===== config.mk =====
export PLATFORM = sky130hd
export DESIGN_NAME = wb_slave_mux_ctrl
export DESIGN_NICKNAME = d
export VERILOG_FILES = /design/src/rtl/wb_mux_pkg.sv /design/src/rtl/wb_bus_watchdog.sv /design/src/rtl/wb_slave_mux_ctrl.sv
export SDC_FILE = /design/constraint.sdc
export NUM_CORES = 1
export LEC_CHECK = 0
export ABC_AREA = 1
export CELL_PAD_IN_SITES_DETAIL_PLACEMENT = 1
export CELL_PAD_IN_SITES_GLOBAL_PLACEMENT = 2
export CORE_MARGIN = 4
export CORE_UTILIZATION = 23
export DETAILED_ROUTE_END_ITERATION = 16
export PLACE_DENSITY = 0.76
export SETUP_SLACK_MARGIN = 0.5
export SLEW_MARGIN = 20
export SYNTH_ARGS = -nofsm -noshare
export SYNTH_HDL_FRONTEND = slang
export SYNTH_SLANG_ARGS = --single-unit
export TNS_END_PERCENT = 5

===== constraint.sdc =====
create_clock -name wb_clk_i -period 1.81 [get_ports wb_clk_i]
set_input_delay 0.362 -clock wb_clk_i [delete_from_list [all_inputs] [get_ports wb_clk_i]]
set_output_delay 0.362 -clock wb_clk_i [all_outputs]
set_load 0.1 [all_outputs]

===== src/rtl/wb_mux_pkg.sv =====
// Shared types and constants for the Wishbone slave mux controller.
// Holds the FSM state type, slave indices, error encoding and the address decoder.
package wb_mux_pkg;

  typedef enum logic [1:0] {
    IDLE   = 2'd0,
    ACTIVE = 2'd1,
    RESP   = 2'd2
  } state_e;

  localparam logic SLV_UART = 1'b0;
  localparam logic SLV_USER = 1'b1;

  localparam logic ERR_NONE = 1'b0;
  localparam logic ERR_BUS  = 1'b1;

  typedef struct packed {
    logic hit;
    logic idx;
  } decode_t;

  // Map the upper address half onto a slave index; hit=0 means unmapped.
  function automatic decode_t decode_slave(input logic [15:0] page,
                                           input logic [15:0] s0_base,
                                           input logic [15:0] s1_base);
    decode_t res;
    res.hit = 1'b1;
    res.idx = SLV_UART;
    if (page == s0_base) begin
      res.idx = SLV_UART;
    end else if (page == s1_base) begin
      res.idx = SLV_USER;
    end else begin
      res.hit = 1'b0;
    end
    return res;
  endfunction

endpackage


===== src/rtl/wb_bus_watchdog.sv =====
// Cycle watchdog: counts enabled cycles after a clear and pulses expire
// on the cycle where the count has reached TIMEOUT-1.
module wb_bus_watchdog #(
  parameter int unsigned TIMEOUT = 255
) (
  input  logic clk,
  input  logic rst_n,
  input  logic clr,
  input  logic en,
  output logic expire
);

  localparam logic [15:0] LAST = 16'(TIMEOUT - 1);

  logic [15:0] count_r;

  // Count enabled cycles, parking at LAST until the next clear.
  always_ff @(posedge clk or negedge rst_n) begin
    if (!rst_n) begin
      count_r <= 16'd0;
    end else if (clr) begin
      count_r <= 16'd0;
    end else if (en && (count_r != LAST)) begin
      count_r <= count_r + 16'd1;
    end else begin
      count_r <= count_r;
    end
  end

  assign expire = en && !clr && (count_r == LAST);

endmodule


===== src/rtl/wb_slave_mux_ctrl.sv =====
// Registered Wishbone controller forwarding one transaction at a time to the
// UART or user-project slave, with error termination of unmapped/stalled accesses.
module wb_slave_mux_ctrl
  import wb_mux_pkg::*;
#(
  parameter logic [15:0] S0_BASE  = 16'h3000,
  parameter logic [15:0] S1_BASE  = 16'h3800,
  parameter int unsigned TIMEOUT  = 255,
  parameter logic [31:0] ERR_DATA = 32'hDEAD_BEEF
) (
  input  logic        wb_clk_i,
  input  logic        wb_rst_n_i,
  input  logic        wbs_cyc_i,
  input  logic        wbs_stb_i,
  input  logic        wbs_we_i,
  input  logic [3:0]  wbs_sel_i,
  input  logic [31:0] wbs_adr_i,
  input  logic [31:0] wbs_dat_i,
  output logic        wbs_ack_o,
  output logic [31:0] wbs_dat_o,
  output logic        wbs_err_o,
  output logic        s_we_o,
  output logic [3:0]  s_sel_o,
  output logic [31:0] s_adr_o,
  output logic [31:0] s_dat_o,
  output logic        s0_cyc_o,
  output logic        s0_stb_o,
  input  logic        s0_ack_i,
  input  logic [31:0] s0_dat_i,
  output logic        s1_cyc_o,
  output logic        s1_stb_o,
  input  logic        s1_ack_i,
  input  logic [31:0] s1_dat_i,
  output logic [7:0]  timeout_cnt_o
);

  state_e      state_r;
  logic        sel_idx_r;
  logic        req_s;
  decode_t     dec_s;
  logic        sel_ack_s;
  logic [31:0] sel_dat_s;
  logic        wd_clr_s;
  logic        wd_en_s;
  logic        wd_expire_s;

  // Request detect, address decode and steering of the selected slave's response.
  always_comb begin
    req_s    = wbs_cyc_i & wbs_stb_i;
    dec_s    = decode_slave(wbs_adr_i[31:16], S0_BASE, S1_BASE);
    wd_en_s  = (state_r == ACTIVE);
    wd_clr_s = (state_r != ACTIVE);
    if (sel_idx_r == SLV_USER) begin
      sel_ack_s = s1_ack_i;
      sel_dat_s = s1_dat_i;
    end else begin
      sel_ack_s = s0_ack_i;
      sel_dat_s = s0_dat_i;
    end
  end

  wb_bus_watchdog #(
    .TIMEOUT(TIMEOUT)
  ) u_watchdog (
    .clk   (wb_clk_i),
    .rst_n (wb_rst_n_i),
    .clr   (wd_clr_s),
    .en    (wd_en_s),
    .expire(wd_expire_s)
  );

  // Transaction FSM; every bus-facing output is a register updated here.
  always_ff @(posedge wb_clk_i or negedge wb_rst_n_i) begin
    if (!wb_rst_n_i) begin
      state_r       <= IDLE;
      sel_idx_r     <= SLV_UART;
      wbs_ack_o     <= 1'b0;
      wbs_dat_o     <= 32'h0000_0000;
      wbs_err_o     <= ERR_NONE;
      s_we_o        <= 1'b0;
      s_sel_o       <= 4'h0;
      s_adr_o       <= 32'h0000_0000;
      s_dat_o       <= 32'h0000_0000;
      s0_cyc_o      <= 1'b0;
      s0_stb_o      <= 1'b0;
      s1_cyc_o      <= 1'b0;
      s1_stb_o      <= 1'b0;
      timeout_cnt_o <= 8'h00;
    end else begin
      wbs_ack_o <= 1'b0;
      case (state_r)
        IDLE: begin
          if (req_s) begin
            s_we_o    <= wbs_we_i;
            s_sel_o   <= wbs_sel_i;
            s_adr_o   <= wbs_adr_i;
            s_dat_o   <= wbs_dat_i;
            sel_idx_r <= dec_s.idx;
            if (dec_s.hit) begin
              state_r  <= ACTIVE;
              s0_cyc_o <= (dec_s.idx == SLV_UART);
              s0_stb_o <= (dec_s.idx == SLV_UART);
              s1_cyc_o <= (dec_s.idx == SLV_USER);
              s1_stb_o <= (dec_s.idx == SLV_USER);
            end else begin
              state_r   <= RESP;
              wbs_ack_o <= 1'b1;
              wbs_dat_o <= ERR_DATA;
              wbs_err_o <= ERR_BUS;
            end
          end
        end
        ACTIVE: begin
          // Abort beats ack, ack beats timeout.
          if (!wbs_cyc_i) begin
            state_r  <= IDLE;
            s0_cyc_o <= 1'b0;
            s0_stb_o <= 1'b0;
            s1_cyc_o <= 1'b0;
            s1_stb_o <= 1'b0;
          end else if (sel_ack_s) begin
            state_r   <= RESP;
            wbs_ack_o <= 1'b1;
            wbs_dat_o <= sel_dat_s;
            wbs_err_o <= ERR_NONE;
            s0_cyc_o  <= 1'b0;
            s0_stb_o  <= 1'b0;
            s1_cyc_o  <= 1'b0;
            s1_stb_o  <= 1'b0;
          end else if (wd_expire_s) begin
            state_r   <= RESP;
            wbs_ack_o <= 1'b1;
            wbs_dat_o <= ERR_DATA;
            wbs_err_o <= ERR_BUS;
            s0_cyc_o  <= 1'b0;
            s0_stb_o  <= 1'b0;
            s1_cyc_o  <= 1'b0;
            s1_stb_o  <= 1'b0;
            if (timeout_cnt_o != 8'hFF) begin
              timeout_cnt_o <= timeout_cnt_o + 8'd1;
            end
          end
        end
        RESP: begin
          state_r <= IDLE;
        end
        default: begin
          state_r  <= IDLE;
          s0_cyc_o <= 1'b0;
          s0_stb_o <= 1'b0;
          s1_cyc_o <= 1'b0;
          s1_stb_o <= 1'b0;
        end
      endcase
    end
  end

endmodule


Word-level counts from Yosys, hierarchy flattened
Cells that the tools add are included.
{ "op_classes": {"add_sub_neg": 2, "eq_ne": 14, "n_mux": 40, "n_bitwise": 4, "reduce_logical": 12} }
{ "op_table": {"columns": ["op", "count"], "rows": [
  ["$mux 32", 6],
  ["$pmux 32 s2", 1],
  ["$eq 16x14->1 const B", 2],
  ["$mux 16", 2],
  ["$mux 1", 21],
  ["$add 16x1->16 const B", 1],
  ["$eq 16x8->1 const B", 1],
  ["$ne 16x8->1 const B", 1],
  ["$mux 2", 5],
  ["$reduce_and 5->1", 2],
  ["$add 8x1->8 const B", 1],
  ["$ne 2x2->1 const B", 4],
  ["$ne 8x8->1 const B", 1],
  ["$pmux 1 s3", 2],
  ["$ne 4x4->1 const B", 1],
  ["$pmux 1 s2", 2],
  ["$pmux 2 s2", 1],
  ["$reduce_and 2->1", 2],
  ["$reduce_and 4->1", 1],
  ["$reduce_bool 2->1", 2],
  ["$logic_and 1x1->1", 3],
  ["$ne 3x3->1 const B", 1],
  ["$not 1->1", 3],
  ["$eq 2x1->1 const B", 1],
  ["5 further kinds", 5]
]} }
{ "word_totals": {"register_bits": 132, "inputBits": 139, "out_inout_bits": 115, "wordCells": 85} }

Depth between registers and ports, before layout
Gate-level depths: netlist of the first run.
{ "depth": {"depth_word": 8, "ltp_mapped": 11} }

Cells and area by module
From an unflattened synthesis of the first run, not the netlist that was laid out.
{ "unflattened": {"hier_cells": 697, "hier_area_um2": 6426.2} }
{ "modules_own_cells": {"columns": ["module", "instances", "cells_per_inst", "area_per_inst_um2", "seq_area_each_um2"], "rows": [
  ["wb_slave_mux_ctrl", 1, 532, 5336.4, 2902.8],
  ["wb_bus_watchdog", 1, 165, 1089.8, 400.4]
]} }

Worst setup path after synthesis of the first run
No wires, ideal clock.
{ "synth_timing": {"path_kind": "reg2reg", "from": "register timeout_cnt_o[0]", "to": "register timeout_cnt_o[6]", "t_arrival_ns": 2.194, "slack_ns": -0.459, "stages_incl_launch_ff": 9, "path_buffers": 1, "cell_sequence": "dfrtp_1 ha_1 nand3_1 nor3_2 nand3_1 nand3_4 buf_6 nand2_1 o21ai_2"} }
{ "synth_via": {"elab_chain_len": 2} }
{ "synth_lines": {"columns": ["item", "line_no", "text"], "rows": [
  ["start: declaration", "wb_slave_mux_ctrl.sv:34", "output logic [7:0] timeout_cnt_o"],
  ["start signal: assignment", "wb_slave_mux_ctrl.sv:140", "timeout_cnt_o <= timeout_cnt_o + 8'd1;"],
  ["branches (longest 2 deep; another with $add 8x1->8)", null, null]
]} }
Several ways; the timed one is not identified.
A chain may end at the register's enable or synchronous reset.

Worst setup path in the final report of the first run
{ "layout_timing": {"from": "register u_watchdog.count_r[1]", "to": "register wbs_err_o"} }
{ "layout_via": {"elab_chain_len": 4} }
{ "layout_lines": {"columns": ["item", "line_no", "text"], "rows": [
  ["start: declaration", "wb_bus_watchdog.sv:15", "logic [15:0] count_r;"],
  ["start signal: assignment", "wb_bus_watchdog.sv:24", "count_r <= count_r + 16'd1;"],
  ["start signal: assignment", "wb_bus_watchdog.sv:26", "count_r <= count_r;"],
  ["$eq 16x8->1", "wb_bus_watchdog.sv:30", "assign expire = en && !clr && (count_r == LAST);"],
  ["$logic_and 1x1->1", "wb_bus_watchdog.sv:30", null],
  ["$ne 3x3->1 (no line)", null, null],
  ["$reduce_and 5->1 (no line)", null, null],
  ["end signal: assignment", "wb_slave_mux_ctrl.sv:79", "wbs_err_o <= ERR_NONE;"],
  ["end signal: assignment", "wb_slave_mux_ctrl.sv:109", "wbs_err_o <= ERR_BUS;"],
  ["end signal: assignment", "wb_slave_mux_ctrl.sv:125", "wbs_err_o <= ERR_NONE;"],
  ["end: declaration", "wb_slave_mux_ctrl.sv:21", "output logic wbs_err_o,"]
]} }
No other way between the ends.

==> summary.md, run 1 <==
| Metric | Value |
|---|---|
| Status | `finished, final reports clean` |
| Synthesis-stage register bit count | `132` |
| Worst vdd ir | `around 0.00056 V` |
| Die width | `roughly 170 um` |
| Worst path cell trace | `buf_6, ha_4, nand3_4, nor2_4, nand3_4, nand2_4, nand2_8, buf_12, nand2_8, nand2_2, nand2_2` |
| Final Routed Wirelength | `~24 mm` |
| FF/Latch Area | `between 0.003 and 0.004 sq mm` |
| R2R Path End | `wbs_err_o$_DFFE_PN0P_` |
| N_diodes | `0` |
| Die Height | `171 um` |
| # clock sinks | `around 130` |
| Commonest non-fill, non-tap cell in the layout | `nand2_1` |
| Startpoint types | `register` |
| Hold Vio Cnt, Final | `0` |
| Cell Pwr Density | `1020 mW/mm^2` |
| R2r worst-path depth | `11` |
| Slew Viols, Final | `0` |
| Worst hold margin | `approximately 270 ps` |
| Largest net degree at the start of global routing | `43` |
| DP Area | `0.0105 sq mm` |
| Crit path capture | `wbs_err_o$_DFFE_PN0P_` |
| Top Ports | `between 200 and 300` |
| Dpl hpwl | `17.2 mm` |
| Asr flop ratio synth | `between 90% and 100%` |
| DRT antenna net count | `0` |
| Setup crit end kind | `register` |
| Worst setup startpoint | `u_watchdog.count_r[1]$_DFFE_PN0P_` |
| Die area | `just under 0.03 sq mm` |
| Share of the synthesized area in the top cell type | `between 50% and 60%` |
| Sequential area share after synthesis | `a little over half` |
| Clock power frac | `slightly below 30%` |
| Synth Area per Inst | `8.06 sq um` |
| Initial Util | `between 20% and 30%` |
| Most frequent cells in the layout | `nand2_1, clkdlybuf4s50_1, buf_12` |
| Final Setup Violations | `0` |
| Leakage | `0.00545 uW` |
| Max Fclk | `615 MHz` |
| # fillers | `approximately 3000` |
| Max-cap violations | `0` |
| Switching share of power | `between 30 and 40%` |
| Share of cells above drive strength 1 | `between 20% and 30%` |
| Max-slew headroom | `roughly three quarters` |
| Yosys warning count | `0` |
| CP required | `~2200 ps` |
| DR vias/cell | `roughly 4.4` |
| Final Skew | `about 23 ps` |
| Tcrit/Tclk final | `89.8%` |
| Top post-synthesis cells by area | `dfrtp_1, nand2_1, nor2_1` |
| Drt first pass iters | `4` |
| Overall routing resource usage | `roughly 16%` |
| Antenna violations before repair | `0` |
| Area of the multi-input gates | `roughly 0.0028 sq mm` |
| Switching pwr | `between 4000 and 5000 uW` |
| Clock Pin Slew Worst Setup and Hold Paths | `~60 ps` |
| Fin crit period | `1630 ps` |
| CP max FO | `8` |
| Slowest CP cell | `dfrtp_1` |
| Worst Hold Launch | `wbs_adr_i[29]` |
| Rows | `roughly 60` |
| Routed len/inst | `between 15 and 20 um` |
| WS Path Type | `reg -> reg` |
| Max stage delay on crit path | `370 ps` |
| GP Congestion | `0.775` |
| Clock Latency Late Sink | `roughly 430 ps` |
| RSZ-0062 raised after global routing | `true` |
| Worst r2r src | `u_watchdog.count_r[1]$_DFFE_PN0P_` |
| Via count | `between 6000 and 7000` |
| Flop pwr share | `30.4%` |
| TritonCTS clock tree | `done` |
| Fin nets | `around 1200` |
| 1st-iter DRT viols | `between 200 and 250` |
| Remaining DRCs | `0` |
| Post-synth EDFFs | `0` |
| Cell internal pwr | `7200 uW` |
| IO buf count | `about 250` |
| Hold/Removal Path Class | `in -> reg` |
| Mapped Cells | `between 700 and 800` |
| P&R area growth vs syn | `90.8%` |
| Worst-Margin Slew | `386 ps` |
| Root Buffer | `clkbuf_16` |
| H-tree levels | `4` |
| Crit path DAT | `just under 2000 ps` |
| Net Count, Synth | `roughly 900` |
| Most common flop cell mapped by yosys | `dfrtp_1` |
| Distinct cells, synth | `33` |
| Comb power frac | `39.9%` |
| Core area | `between 0.02 and 0.03 sq mm` |
| Vias in the first global route | `roughly 6500` |
| Synth area leader | `dfrtp_1` |
| Post-Syn Area | `approximately 0.0061 sq mm` |
| R2r setup slk | `about 180 ps` |
| Total congestion overflow | `0` |
| Design area | `about 0.012 sq mm` |
| Max clock buf depth | `2` |
| First-pass GRT wire length | `around 37 mm` |
| CTS buffer count | `17` |
-- worst max-delay path, delay by kind of cell, from the launching register on --
family / cells / cell delay [ps]
fa+ha+maj: 1 / 140
buf+inv: 2 / 280
flops: 1 / 370
simple gates: 8 / 770
-- metrics by stage --
step / power, uW / instances / setup slack [ps] / utilization [%] / setup TNS (ps)
final: 11900 / 1414 / 184 / 44.8 / 0
after global routing: 12400 / 1414 / 87.8 / 44.8 / 0
after CTS: 12100 / 1409 / 225 / 44.3 / 0
after detailed placement: 8400 / 1351 / -313 / 40.2 / -12570
after global placement: 8360 / 1351 / -260 / 40.2 / -10640
after floorplan: 6200 / 762 / 67.0 / - / 0
-- power groups by stage --
stage               Combinational (uW)  Sequential [uW]  Clock (uW)
finish                            4760             3630        3550
global route                      4920             3670        3780
CTS                               4790             3630        3660
detailed placement                4720             3680           0
global placement                  4690             3670           0
floorplan                          376             5830           0
-- synth_stat cells (all sizes together), types with 6 or more instances --
| master | count |
|---|---|
| inv | 43 |
| nor2 | 78 |
| nand3 | 52 |
| clkbuf | 16 |
| nand4 | 7 |
| buf | 20 |
| a21oi | 15 |
| xnor2 | 6 |
| nand2 | 321 |
| o21ai | 48 |
| dfrtp | 132 |
| xor2 | 7 |
| nor3 | 7 |
-- area by class of cell --
type | count | area share [%]
Inverter | 43 | 1.38
Tap cell | 335 | 3.58
Multi-Input combinational cell | 557 | 23.8
Clock buffer | 19 | 3.78
Clock inverter | 11 | 1.31
Timing Repair Buffer | 317 | 37.8
Sequential cell | 132 | 28.3
-- what timing repair did --
item / 4_1_cts / 5_1_grt
hold buffers: 1 / 0
gates cloned: 8 / 1
gates resized for setup: 34 / 31
setup endpoints to repair: 244 / 247
pin swaps: 17 / 14
hold endpoints to repair: 20 / 0
buffers inserted: 19 / 4
-- state kept, by name, summed over array words and instances (netlist names) --
name                count
state_r                 2
u_watchdog.count_r     16
sel_idx_r               1
s_dat_o                32
wbs_dat_o              32
wbs_ack_o               1
s_sel_o                 4
s_adr_o                32
wbs_err_o               1
s0_stb_o                1
s_we_o                  1
s1_stb_o                1
timeout_cnt_o           8
-- worst min-delay path by stage --
stage | depth (start not counted) | endpoint | slack [ps]
after global placement | 1 | s_adr_o[1]$_DFFE_PN0P_ | 240
after floorplan | 0 | s0_stb_o$_DFFE_PN0P_ | 70
after detailed placement | 1 | s_adr_o[1]$_DFFE_PN0P_ | 240
final | 4 | s_adr_o[29]$_DFFE_PN0P_ | 270
after global routing | 4 | s_adr_o[29]$_DFFE_PN0P_ | 300
after CTS | 2 | s_adr_o[4]$_DFFE_PN0P_ | 350
-- cell families after synthesis --
family | count (synthesis) | synth area share [%]
flops | 132 | 53.8
fa+ha+maj | 3 | 0.611
buf+inv | 79 | 5.68
simple gates | 468 | 32.0
xor+xnor | 13 | 1.85
compound gates | 67 | 6.05
-- per-layer routing --
layer	part of all wire (%)	routed length [um]	global-route usage [%]	up-vias
li1	-	-	-	3009
met1	40	9410	19.3	2997
met2	53	12500	28.6	145
met3	5.2	1240	4.57	25
met4	1.8	433	4.48	0
met5	0	0	0	-
Power figures use the tool's default switching activity.
==> inputs of run 2 (changes only) <==
--- a/config.mk
+++ b/config.mk
@@ -11,7 +11,7 @@
 export CORE_MARGIN = 4
 export CORE_UTILIZATION = 23
 export DETAILED_ROUTE_END_ITERATION = 16
-export PLACE_DENSITY = 0.76
+export PLACE_DENSITY_LB_ADDON = 0.05
 export SETUP_SLACK_MARGIN = 0.5
 export SLEW_MARGIN = 20
 export SYNTH_ARGS = -nofsm -noshare
==> run 2 against run 1 <==
Against the previous run: die area did not move; global-route usage rose by 0.11 points; sequential cell count did not move.
==> summary.md, run 2 (synthesis results as in run 1) <==
| Metric | Value |
|---|---|
| Clock power frac | `a little under a third` |
| TritonCTS clock tree | `done` |
| Worst vdd ir | `0.000559 V` |
| Worst-Margin Slew | `421 ps` |
| Hold/Removal Path Class | `in -> async` |
| Core area | `0.0261 sq mm` |
| Startpoint types | `register` |
| Max stage delay on crit path | `approximately 380 ps` |
| Clock Pin Slew Worst Setup and Hold Paths | `70 ps` |
| Hold Vio Cnt, Final | `0` |
| Final Instance Count excl. Fillers | `1407` |
| Drt first pass iters | `4` |
| Overall routing resource usage | `between 10% and 20%` |
| Leakage | `0.00537 uW` |
| Rows | `59` |
| CP max FO | `6` |
| Worst Path Buf+Inv | `3` |
| Dpl hpwl | `around 17 mm` |
| Final Routed Wirelength | `23.7 mm` |
| CTS buffer count | `17` |
| Switching pwr | `slightly below 5000 uW` |
| Fin crit period | `between 1500 and 2000 ps` |
| Slew Viols, Final | `0` |
| 1st-iter DRT viols | `just over 200` |
| Root Buffer | `clkbuf_16` |
| Status | `finished, final reports clean` |
| Tcrit/Tclk final | `approximately nine tenths` |
| CP required | `about 2100 ps` |
| Remaining DRCs | `0` |
| DRT antenna net count | `0` |
| Slowest CP cell | `dfrtp_1` |
| Max-cap violations | `0` |
| Worst hold margin | `between 400 and 500 ps` |
| Cell family with most CP delay | `simple AND/OR/NAND/NOR gates` |
| Max clock buf depth | `2` |
| RSZ-0062 raised after global routing | `true` |
| Clock Latency Late Sink | `430 ps` |
| Die width | `171 um` |
| # clock sinks | `around 130` |
| Setup crit end kind | `register` |
| IO buf count | `around 250` |
| Commonest non-fill, non-tap cell in the layout | `nand2_1` |
| R2r worst-path depth | `11` |
| Die Height | `about 170 um` |
| Comb power frac | `between 30% and 40%` |
| Max-slew headroom | `between 70% and 80%` |
| Total congestion overflow | `0` |
| P&R area growth vs syn | `88.7%` |
| Worst path cell trace | `inv_1, ha_2, nand3_2, nor2_4, nand3_4, nand2_4, nand2_8, buf_6, buf_6, nand3_2, nand2_1` |
| Via count | `6092` |
| Met3 Usage GRT | `roughly 5.9%` |
| Cell Pwr Density | `around 1000 mW/mm^2` |
| Largest net degree at the start of global routing | `between 50 and 60` |
| Initial Util | `23.5%` |
| Switching share of power | `40.5%` |
| Flop pwr share | `29.9%` |
| CP Depth | `11` |
| Vias in the first global route | `~6500` |
| Final Skew | `around 12 ps` |
| Cell internal pwr | `7230 uW` |
| Share of cells above drive strength 1 | `between 20% and 30%` |
| Fin nets | `roughly 1200` |
| Most frequent cells in the layout | `nand2_1, clkdlybuf4s50_1, buf_12` |
| GRT busiest layer | `met2` |
| Routed len/inst | `roughly 17 um` |
| Final core utilization | `roughly 44%` |
| Crit path DAT | `between 1500 and 2000 ps` |
| Max Fclk | `609 MHz` |
| Placed Instances | `around 1400` |
| Top Ports | `around 250` |
| Antenna violations before repair | `1` |
| First-pass GRT wire length | `about 37 mm` |
| # fillers | `approximately 2900` |
| Design Power | `about 12000 uW` |
| R2r setup slk | `~170 ps` |
| GR Util met1 | `between 10% and 20%` |
| WS Path Type | `reg -> reg` |
| Final Setup Violations | `0` |
| H-tree levels | `4` |
| DR vias/cell | `about 4.3` |
| Die area | `0.0294 sq mm` |
| GP Congestion | `between 0.7 and 0.8` |
| Largest registers | `s_adr_o (32), s_dat_o (32), wbs_dat_o (32)` |
| Met2 GRT Util | `around 28%` |
-- run 2: path summary, 6_finish.rpt --
kind | start | to
min | wb_rst_n_i | s_dat_o[1]$_DFFE_PN0P_
max | u_watchdog.count_r[0]$_DFFE_PN0P_ | wbs_dat_o[16]$_DFFE_PN0P_
max reg2reg | u_watchdog.count_r[0]$_DFFE_PN0P_ | wbs_dat_o[16]$_DFFE_PN0P_
min in group wb_clk_i | wbs_adr_i[3] | s_adr_o[3]$_DFFE_PN0P_
min reg2reg | u_watchdog.count_r[4]$_DFFE_PN0P_ | u_watchdog.count_r[4]$_DFFE_PN0P_
max in group asynchronous | wb_rst_n_i | timeout_cnt_o[5]$_DFFE_PN0P_
-- run 2: power by group through the flow --
stage	Combinational, uW	Clock [uW]	Sequential [uW]
finish	4710	3810	3630
global route	4900	4050	3670
CTS	4750	3940	3630
detailed placement	4710	0	3680
global placement	4690	0	3670
floorplan	376	0	5830
-- run 2: layout make-up --
cell class                 instances  area, sq um  share of cell area [%]
clock inverter                    15          210                    1.81
antenna                            2         5.00                  0.0432
timing repair buffer             306         4310                    37.2
multi-input combinational        557         2750                    23.7
inverter                          43          161                    1.39
sequential                       132         3320                    28.6
tap                              335          419                    3.62
clock buffer                      17          425                    3.67
-- run 2: timing repair --
| action | CTS | global route |
|---|---|---|
| hold buffers | 1 | 0 |
| endpoints found under the setup margin | 245 | 247 |
| setup buffers | 9 | 2 |
| cloned | 6 | 2 |
| hold endpoints to repair | 33 | 0 |
| resized for setup | 23 | 19 |
| pin swaps | 13 | 12 |
-- run 2: through the flow --
step / setup TNS (ps) / setup slack (ps) / area [sq um]
4_1_cts: 0 / 180 / 11500
3_3_place_gp: -7130 / -169 / 10500
5_1_grt: 0 / 52.5 / 11600
3_5_place_dp: -7690 / -218 / 10500
2_1_floorplan: 0 / 67.0 / 6180
6_report: 0 / 169 / 11600
-- run 2: per-layer routing --
layer / wire [um] / up-vias
li1: - / 2993
met1: 9750 / 2940
met2: 11900 / 135
met3: 1680 / 24
met4: 359 / 0
met5: 0 / -
